[config.mk]
export PLATFORM = sky130hd
export DESIGN_NAME = ipd_ibuf_stage
export DESIGN_NICKNAME = d
export VERILOG_FILES = /design/src/rtl/ipd_ibuf_stage.sv
export SDC_FILE = /design/constraint.sdc
export NUM_CORES = 2
export LEC_CHECK = 0
export CAP_MARGIN = 15
export CORE_ASPECT_RATIO = 2
export CORE_MARGIN = 10
export CORE_UTILIZATION = 45
export CTS_BUF_LIST = sky130_fd_sc_hd__clkbuf_4
export DETAILED_ROUTE_END_ITERATION = 7
export PLACE_DENSITY_LB_ADDON = 0.2
export SYNTH_ARGS = -nofsm -noshare
export SYNTH_HDL_FRONTEND = slang
export SYNTH_SLANG_ARGS = --single-unit
[constraint.sdc]
create_clock -name clk -period 24.3 [get_ports clk]
set_input_delay 7.29 -clock clk [delete_from_list [all_inputs] [get_ports clk]]
set_output_delay 7.29 -clock clk [all_outputs]
set_load 0.1 [all_outputs]
[src/rtl/ipd_ibuf_stage.sv]
// ipd_ibuf_stage: multi-issue pre-decode stage with a circular instruction buffer.
//
// Takes up to FETCH_W instructions per cycle from IF and decodes each one into a
// one-hot type vector, register numbers and an extended immediate. The decoded
// entries are stored in a DEPTH-entry ring. The head entry goes to ID one per
// cycle under a valid/allow_in handshake. br_taken_cancel flushes the ring.
//
// Optional feature, macro IPD_BYPASS_EN: when the ring is empty, slot 0 of an
// incoming packet is presented to ID in the same cycle. Without the macro the
// latency is one cycle and no if_* input reaches an ipd_* output combinationally.
//
// Ports:
//   clk, reset        clock, synchronous active-high reset
//   if_to_ipd_valid   fetch packet valid
//   if_pc             PC of slot 0 (slot i PC = if_pc + 4*i)
//   if_pred_pc        predicted next PC after the last valid slot
//   if_inst           FETCH_W instruction words, slot i at [32*i+31:32*i]
//   if_slot_mask      per-slot valid bits
//   ipd_allow_in      ring has room for a full packet
//   br_taken_cancel   flush request from ID
//   id_allow_in       ID accepts the head this cycle
//   ipd_to_id_valid   head entry valid
//   ipd_inst_type     one-hot type (addi.w at MSB ... ld.b at LSB)
//   ipd_pc, ipd_pred_pc, ipd_imm     head PC, predicted next PC, immediate
//   ipd_w_addr, ipd_r_addr1, ipd_r_addr2   register numbers (0 if unused)
//   ipd_occupancy     number of entries held
module ipd_ibuf_stage #(
    parameter int FETCH_W = 2,
    parameter int DEPTH   = 8,
    parameter int TYPE_WD = 26
) (
    input  logic                      clk,
    input  logic                      reset,
    input  logic                      if_to_ipd_valid,
    input  logic [31:0]               if_pc,
    input  logic [31:0]               if_pred_pc,
    input  logic [32*FETCH_W-1:0]     if_inst,
    input  logic [FETCH_W-1:0]        if_slot_mask,
    output logic                      ipd_allow_in,
    input  logic                      br_taken_cancel,
    input  logic                      id_allow_in,
    output logic                      ipd_to_id_valid,
    output logic [TYPE_WD-1:0]        ipd_inst_type,
    output logic [31:0]               ipd_pc,
    output logic [31:0]               ipd_pred_pc,
    output logic [31:0]               ipd_imm,
    output logic [4:0]                ipd_w_addr,
    output logic [4:0]                ipd_r_addr1,
    output logic [4:0]                ipd_r_addr2,
    output logic [$clog2(DEPTH):0]    ipd_occupancy
);
    localparam int PTR_W = $clog2(DEPTH);
    localparam int CNT_W = PTR_W + 1;

    typedef struct packed {
        logic [TYPE_WD-1:0] inst_type;
        logic [31:0]        pc;
        logic [31:0]        pred_pc;
        logic [31:0]        imm;
        logic [4:0]         w_addr;
        logic [4:0]         r_addr1;
        logic [4:0]         r_addr2;
    } entry_t;

    function automatic entry_t decode_slot(input logic [31:0] inst,
                                           input logic [31:0] pc,
                                           input logic [31:0] pred_pc);
        entry_t      e;
        logic [25:0] t;
        logic [16:0] op17;
        logic [9:0]  op10;
        logic [6:0]  op7;
        logic [5:0]  op6;
        logic        r3, ri, sb, wrd;
        op17 = inst[31:15];
        op10 = inst[31:22];
        op7  = inst[31:25];
        op6  = inst[31:26];
        t     = '0;
        t[25] = (op10 == 10'h00a);   // addi.w
        t[24] = (op17 == 17'h00020); // add.w
        t[23] = (op17 == 17'h00022); // sub.w
        t[22] = (op17 == 17'h0002a); // or
        t[21] = (op10 == 10'h00e);   // ori
        t[20] = (op17 == 17'h00028); // nor
        t[19] = (op10 == 10'h00d);   // andi
        t[18] = (op17 == 17'h00029); // and
        t[17] = (op17 == 17'h0002b); // xor
        t[16] = (op17 == 17'h00089); // srli.w
        t[15] = (op17 == 17'h00081); // slli.w
        t[14] = (op17 == 17'h00091); // srai.w
        t[13] = (op7  == 7'h0a);     // lu12i.w
        t[12] = (op7  == 7'h0e);     // pcaddu12i
        t[11] = (op17 == 17'h00024); // slt
        t[10] = (op17 == 17'h00025); // sltu
        t[9]  = (op17 == 17'h00038); // mul.w
        t[8]  = (op6  == 6'h13);     // jirl
        t[7]  = (op6  == 6'h14);     // b
        t[6]  = (op6  == 6'h16);     // beq
        t[5]  = (op6  == 6'h17);     // bne
        t[4]  = (op6  == 6'h15);     // bl
        t[3]  = (op10 == 10'h0a6);   // st.w
        t[2]  = (op10 == 10'h0a2);   // ld.w
        t[1]  = (op10 == 10'h0a4);   // st.b
        t[0]  = (op10 == 10'h0a0);   // ld.b

        r3  = t[24] | t[23] | t[22] | t[20] | t[18] | t[17] | t[11] | t[10] | t[9];
        ri  = t[25] | t[21] | t[19] | t[16] | t[15] | t[14] | t[8] | t[2] | t[0];
        sb  = t[6] | t[5] | t[3] | t[1];
        wrd = r3 | ri | t[13] | t[12];

        e.inst_type = TYPE_WD'(t);
        e.pc        = pc;
        e.pred_pc   = pred_pc;
        e.r_addr1   = r3 ? inst[14:10] : ((ri | sb) ? inst[9:5] : 5'd0);
        e.r_addr2   = r3 ? inst[9:5] : (sb ? inst[4:0] : 5'd0);
        e.w_addr    = wrd ? inst[4:0] : (t[4] ? 5'd1 : 5'd0);

        if (t[25] | t[3] | t[2] | t[1] | t[0])
            e.imm = {{20{inst[21]}}, inst[21:10]};
        else if (t[21] | t[19])
            e.imm = {20'd0, inst[21:10]};
        else if (t[16] | t[15] | t[14])
            e.imm = {27'd0, inst[14:10]};
        else if (t[13] | t[12])
            e.imm = {inst[24:5], 12'd0};
        else if (t[8] | t[6] | t[5])
            e.imm = {{14{inst[25]}}, inst[25:10], 2'b00};
        else if (t[7] | t[4])
            e.imm = {{4{inst[9]}}, inst[9:0], inst[25:10], 2'b00};
        else
            e.imm = '0;
        return e;
    endfunction

    entry_t             mem [DEPTH];
    entry_t             dec [FETCH_W];
    entry_t             head;
    logic [PTR_W-1:0]   rd_ptr, wr_ptr;
    logic [CNT_W-1:0]   count;
    logic [CNT_W-1:0]   n_wr;
    logic [PTR_W-1:0]   slot_idx [FETCH_W];
    logic [FETCH_W-1:0] slot_wr;
    logic               enq, deq, buf_valid, skip;

    assign ipd_allow_in = (CNT_W'(DEPTH) - count) >= CNT_W'(FETCH_W);
    assign enq          = if_to_ipd_valid & ipd_allow_in & ~br_taken_cancel;
    assign buf_valid    = (count != '0);
    assign deq          = buf_valid & id_allow_in & ~br_taken_cancel;
    assign head         = mem[rd_ptr];

    // Per-slot decode; the highest valid slot inherits the packet's predicted PC.
    always_comb begin
        int unsigned hi;
        hi = 0;
        for (int unsigned i = 0; i < FETCH_W; i++)
            if (if_slot_mask[i]) hi = i;
        for (int unsigned i = 0; i < FETCH_W; i++)
            dec[i] = decode_slot(if_inst[32*i +: 32], if_pc + 32'(4*i),
                                 (i == hi) ? if_pred_pc : if_pc + 32'(4*i + 4));
    end

`ifdef IPD_BYPASS_EN
    logic bypass;
    assign bypass = ~buf_valid & enq & if_slot_mask[0];
    // Slot 0 is consumed directly by ID and never occupies a ring entry.
    assign skip   = bypass & id_allow_in;
    always_comb begin
        ipd_to_id_valid = buf_valid | bypass;
        {ipd_inst_type, ipd_pc, ipd_pred_pc, ipd_imm,
         ipd_w_addr, ipd_r_addr1, ipd_r_addr2} = bypass ? dec[0] : head;
    end
`else
    assign skip = 1'b0;
    always_comb begin
        ipd_to_id_valid = buf_valid;
        {ipd_inst_type, ipd_pc, ipd_pred_pc, ipd_imm,
         ipd_w_addr, ipd_r_addr1, ipd_r_addr2} = head;
    end
`endif

    // Masked-in slots are compacted onto consecutive entries from wr_ptr.
    always_comb begin
        n_wr    = '0;
        slot_wr = '0;
        for (int unsigned i = 0; i < FETCH_W; i++) begin
            slot_idx[i] = wr_ptr + n_wr[PTR_W-1:0];
            slot_wr[i]  = enq & if_slot_mask[i] & ~(skip & (i == 0));
            if (slot_wr[i]) n_wr = n_wr + CNT_W'(1);
        end
    end

    always_ff @(posedge clk) begin
        for (int unsigned i = 0; i < FETCH_W; i++)
            if (slot_wr[i]) mem[slot_idx[i]] <= dec[i];
    end

    always_ff @(posedge clk) begin
        if (reset || br_taken_cancel) begin
            rd_ptr <= '0;
            wr_ptr <= '0;
            count  <= '0;
        end else begin
            wr_ptr <= wr_ptr + n_wr[PTR_W-1:0];
            rd_ptr <= rd_ptr + PTR_W'(deq);
            count  <= count + n_wr - CNT_W'(deq);
        end
    end

    assign ipd_occupancy = count;

endmodule

# == Word-level counts from Yosys, hierarchy flattened ==
# Memories as Yosys holds them, arrays and structs flattened. A register that Yosys moved wholly into a read port is not among the register bits.
# Index checks and enable logic that the tools add are counted.
# op_classes
div,0
reduce_logical,3
add_sub_neg,9
magnitude_cmp,1
bitwise,75
mux,34
n_shift,0
eq_ne,53
multipliers,0
# op_table
cell,count
$mux 32,14
$eq 17x6->1 const B,18
$eq 17x8->1 const B,6
$eq 10x8->1 const B,8
$or 1x1->1,68
$eq 10x4->1 const B,6
$eq 6x5->1 const B,10
$mux 5,10
$add 32x3->32 const B,1
$add 32x4->32 const B,1
$eq 1x32->1 const A,1
$logic_not 32->1,1
$eq 7x4->1 const B,4
$mux 1,8
$add 3x3->3,2
$and 1x1->1,6
$add 4x1->4 const B,1
$add 4x4->4,1
$ge 4x2->1 const B,1
$mux 4,1
$reduce_bool 4->1,1
$sub 4x1->4,1
$sub 4x4->4 const A,1
$add 3x1->3,1
3 further kinds,3
# totals
mem_bits_rw,1096
wordCells,179
latchBits,0
mem_count,1
rom_bits,0
output_inout_bits,143
in_bits,135
regBits,10
# mem_list
memory,words,width,read_ports,rd_clocked_by_memory_dff,write_ports,line_no,source
mem,8,137,1,1,2,136,entry_t mem [DEPTH];

# == Logic depth before layout (Yosys ltp) ==
# logic_depth
depth_word,13
mapped_depth,17
mapped_depth_nobuf,14

# == Worst setup path before layout ==
# OpenSTA, ideal clock, no wires.
# synth_timing
path_kind,input port to flip-flop
startpoint,in if_to_ipd_valid
endpoint,"mem mem[0][0] (netlist name), enable pin"
required_ns,23.465
path_stages,7
setup_ns,0.835
setup_slack_ns,5.024
n_path_buf,2
arrival_ns,18.441
path_cell_list,nor2b_1 > o41ai_2 > buf_4 > buf_4 > nor3b_1 > nand2b_1 > o31ai_1
# synth_lines
item,line_no,source
"start, declared",34,"input logic if_to_ipd_valid,"
"end, declared",136,

==> results.ini <==
[detailed_routing]
dr.pass1.iters=6
met1_length_um=68100
first_iter_violations=4285
wire_per_inst_um=30.0
vias=40600
top_layer=met5
wl_met3_um=14500
drc_errors=0
final_antenna_net_count=0
wl_um=197000
routed_via_density=6.19
dr_wl_met2_um=103000

[sta]
skew_ns=0.0476
finalSetupTns_ns=0
slew_violations=0
setup_viol=0
fmax_mhz=71.9
worst_pin_slew_ns=1.27
timing.final.crit_share_pct=57.3
rsz0062_at_grt=no
min_period_ns=13.92
slew_headroom_pct=15.4
hold_viol_final=0

[setup_path]
crit_type=reg2out
required_ns=17.01
critPathSlowestCell=clkdlybuf4s50_1
arrival_ns=6.63
reg2reg_slack_ns=18.24
crit_path_frequent_cell=buf_4
crit_fanout=96
cp_top_family=buffers and inverters
crit_path_start_kind=flop
crit_buf_inv=4
crit_path_end_kind=output port
path_cells=buf_4 -> buf_12 -> buf_4 -> mux4_2 -> mux2_2 -> clkdlybuf4s50_1
cp_slowest_stage_delay_ns=0.98

[clock_tree]
ctsResizeCount=0
worstSkewPairLatency_ns=1.25
clkTransAtPathRegs_ns=0.08
cts_setup_buffers=0
cts_tree=done
htreeDepth=5
clkSinkCount=1106
ctsHoldBuffers=0
cts_made_buffers=281
root_buffer=clkbuf_4
clockBufferDepth=4

[cells_and_area]
instances_no_fill=6567
fillers=11200
syn_to_final_growth_pct=12.8
drive_gt1_share_pct=24.3
nNetsFinal=4840
fin_area_sq_um=66200

[logic_synthesis]
synth_enable_flop_cells=1096
yosys.area_share.simple_pct=8.88
ys_seq_area_share_pct=56.4
synth-compound-area-share_pct=8.82
netlist_top_cells_count=edfxtp_1 (1096), nand2_1 (590), o21ai_0 (368)
synthMuxAreaShare_pct=18.3
synth-seq-cells=1106
avgSynthCellArea_sq_um=13.2
ys_top_cells_by_area=edfxtp_1 (56%), mux4_2 (11%), mux2_2 (5.1%), nand2_1 (3.8%), o21ai_0 (3.1%)
synth_area_sq_um=58700
synth_most_common_cell=edfxtp_1
synth_top_family_by_area=multiplexers
synth_area_leader_cell=edfxtp_1
synth.distinct_cells=92
async_reset_ff_share_pct=0
synth_xor_xnor_area_share_pct=3.61
syn_nets=4585
synth_top_area_share_pct=56.0
syn-instance-count=4432
synthAdderAreaFrac_pct=0.409
synth_flop_cell=edfxtp_1
yosysWarnings=0

[place]
post-dp-hpwl_um=121000
dp.cells=6103
place_area_sq_um=62900
place.gp.congestion=0.924
portBuffers=277

[outcome]
outcome=finished clean

[grt]
antenna_found_initial=5
grt_pass1_wl_um=285000
overflow=0
grt_start_max_net_pins=130
grt_pass1_vias=41600
grt_usage_pct=26.9

[floorplanning]
ios=278
dieArea_sq_um=146000
initial_core_util_pct=45.2
rows=187
die_x_um=275
core-area_sq_um=130000
die_h_um=531

[power_and_ir_drop]
p_per_area_nw_per_um2=63.3
peakVddDrop_mv=0.0508
power_leakage_nw=22.6

[min_path]
hold_class=reg2reg

[job]
maxCapViolCount=0

-- logic make-up (layout without fill, tap and decap cells) --
| family | Yosys count | count (layout) |
|---|---|---|
| buffers and inverters | 452 | 879 |
| AO/OA/AOI/OAI | 835 | 835 |
| other | 0 | 7 |
| AND/OR/NAND/NOR | 1082 | 1082 |
| XOR/XNOR | 241 | 241 |
| flip-flops | 1106 | 1106 |
| adder cells (fa/ha/maj) | 18 | 18 |
| multiplexers | 698 | 698 |
-- area by class of cell --
type | instances | area, sq um | share of cell area (%)
Antenna cell | 7 | 17.5 | 0.0265
Clock buffer | 394 | 2960 | 4.47
Clock inverter | 61 | 342 | 0.516
Inverter | 27 | 101 | 0.153
Multi-Input combinational cell | 2874 | 23800 | 35.9
Sequential cell | 1106 | 33100 | 50.0
Tap cell | 1701 | 2130 | 3.21
Timing Repair Buffer | 397 | 3800 | 5.73
-- path summary, 6_finish.rpt --
path                     from               end  cells past startpoint
min reg2reg  ipd_occupancy[3]  ipd_occupancy[3]                      4
max reg2reg  ipd_occupancy[0]        mem[2][18]                     14
min          ipd_occupancy[3]  ipd_occupancy[3]                      4
max                 rd_ptr[0]       ipd_imm[27]                      6
-- through the flow --
step                hold WS (ns)  setup WS [ns]  power [mW]  util, %
finish                     0.727          10.38        4.19     51.0
global route               0.788           9.90        4.34     51.0
CTS                        0.737          10.11        4.22     51.0
detailed placement         0.723          11.23        2.68     48.4
global placement           0.725          11.24        2.67     48.4
floorplan                  0.549           5.02        2.51        -
-- power by group --
group	total, mW	internal (mW)	switching, mW
sequential	2.12	2.12	0.00735
clock	1.56	0.785	0.773
combinational	0.512	0.154	0.358
-- registers in the layout (all words and copies together) (netlist names) --
register	count
rd_ptr	3
ipd_occupancy	4
wr_ptr	3
mem	1096
-- placed cells by master, fill, tap and decap left out, drive strengths merged, types with 7 or more instances in the layout --
| master | netlist | routed |
|---|---|---|
| edfxtp | 1096 | 1096 |
| nand2 | 591 | 591 |
| o21ai | 432 | 432 |
| clkbuf | 204 | 394 |
| clkdlybuf4s50 | 0 | 276 |
| mux2 | 275 | 275 |
| mux4 | 274 | 274 |
| xnor2 | 168 | 168 |
| mux2i | 149 | 149 |
| nor2 | 135 | 135 |
| buf | 221 | 121 |
| a31oi | 117 | 117 |
| nor3 | 116 | 116 |
| a21oi | 108 | 108 |
| xor2 | 73 | 73 |
| nand3 | 66 | 66 |
| clkinv | 0 | 53 |
| a32oi | 49 | 49 |
| inv | 27 | 31 |
| a22o | 27 | 27 |
| nand4 | 24 | 24 |
| nor4 | 24 | 24 |
| o31ai | 22 | 22 |
| and2 | 19 | 19 |
| nand2b | 16 | 16 |
| ha | 16 | 16 |
| a221oi | 16 | 16 |
| and3 | 15 | 15 |
| o22ai | 14 | 14 |
| or4 | 13 | 13 |
| nor3b | 11 | 11 |
| dfxtp | 10 | 10 |
| and4 | 9 | 9 |
| o41ai | 8 | 8 |
| or3 | 8 | 8 |
| diode | 0 | 7 |
| a2bb2oi | 7 | 7 |
| nor4bb | 7 | 7 |
-- layer usage --
metal,vias up,GRT usage (%)
met3,513,4.91
met1,20400,29.8
li1,17700,-
met5,-,0
met2,2079,47.8
met4,6,14.7
-- worst reg2reg max path, stage by stage (launching register included) --
cell     delay (ns)
dfxtp_1        0.44
inv_1          0.10
ha_1           0.35
nor2_1         0.08
nor4b_4        0.13
buf_4          0.27
nor3b_1        0.69
ha_1           0.28
ha_1           0.22
xnor2_2        0.17
nand3_1        0.23
or4_4          0.87
o21ai_4        0.56
buf_4          0.65
buf_4          0.62
No activity file was read; power rests on OpenSTA's default activity.
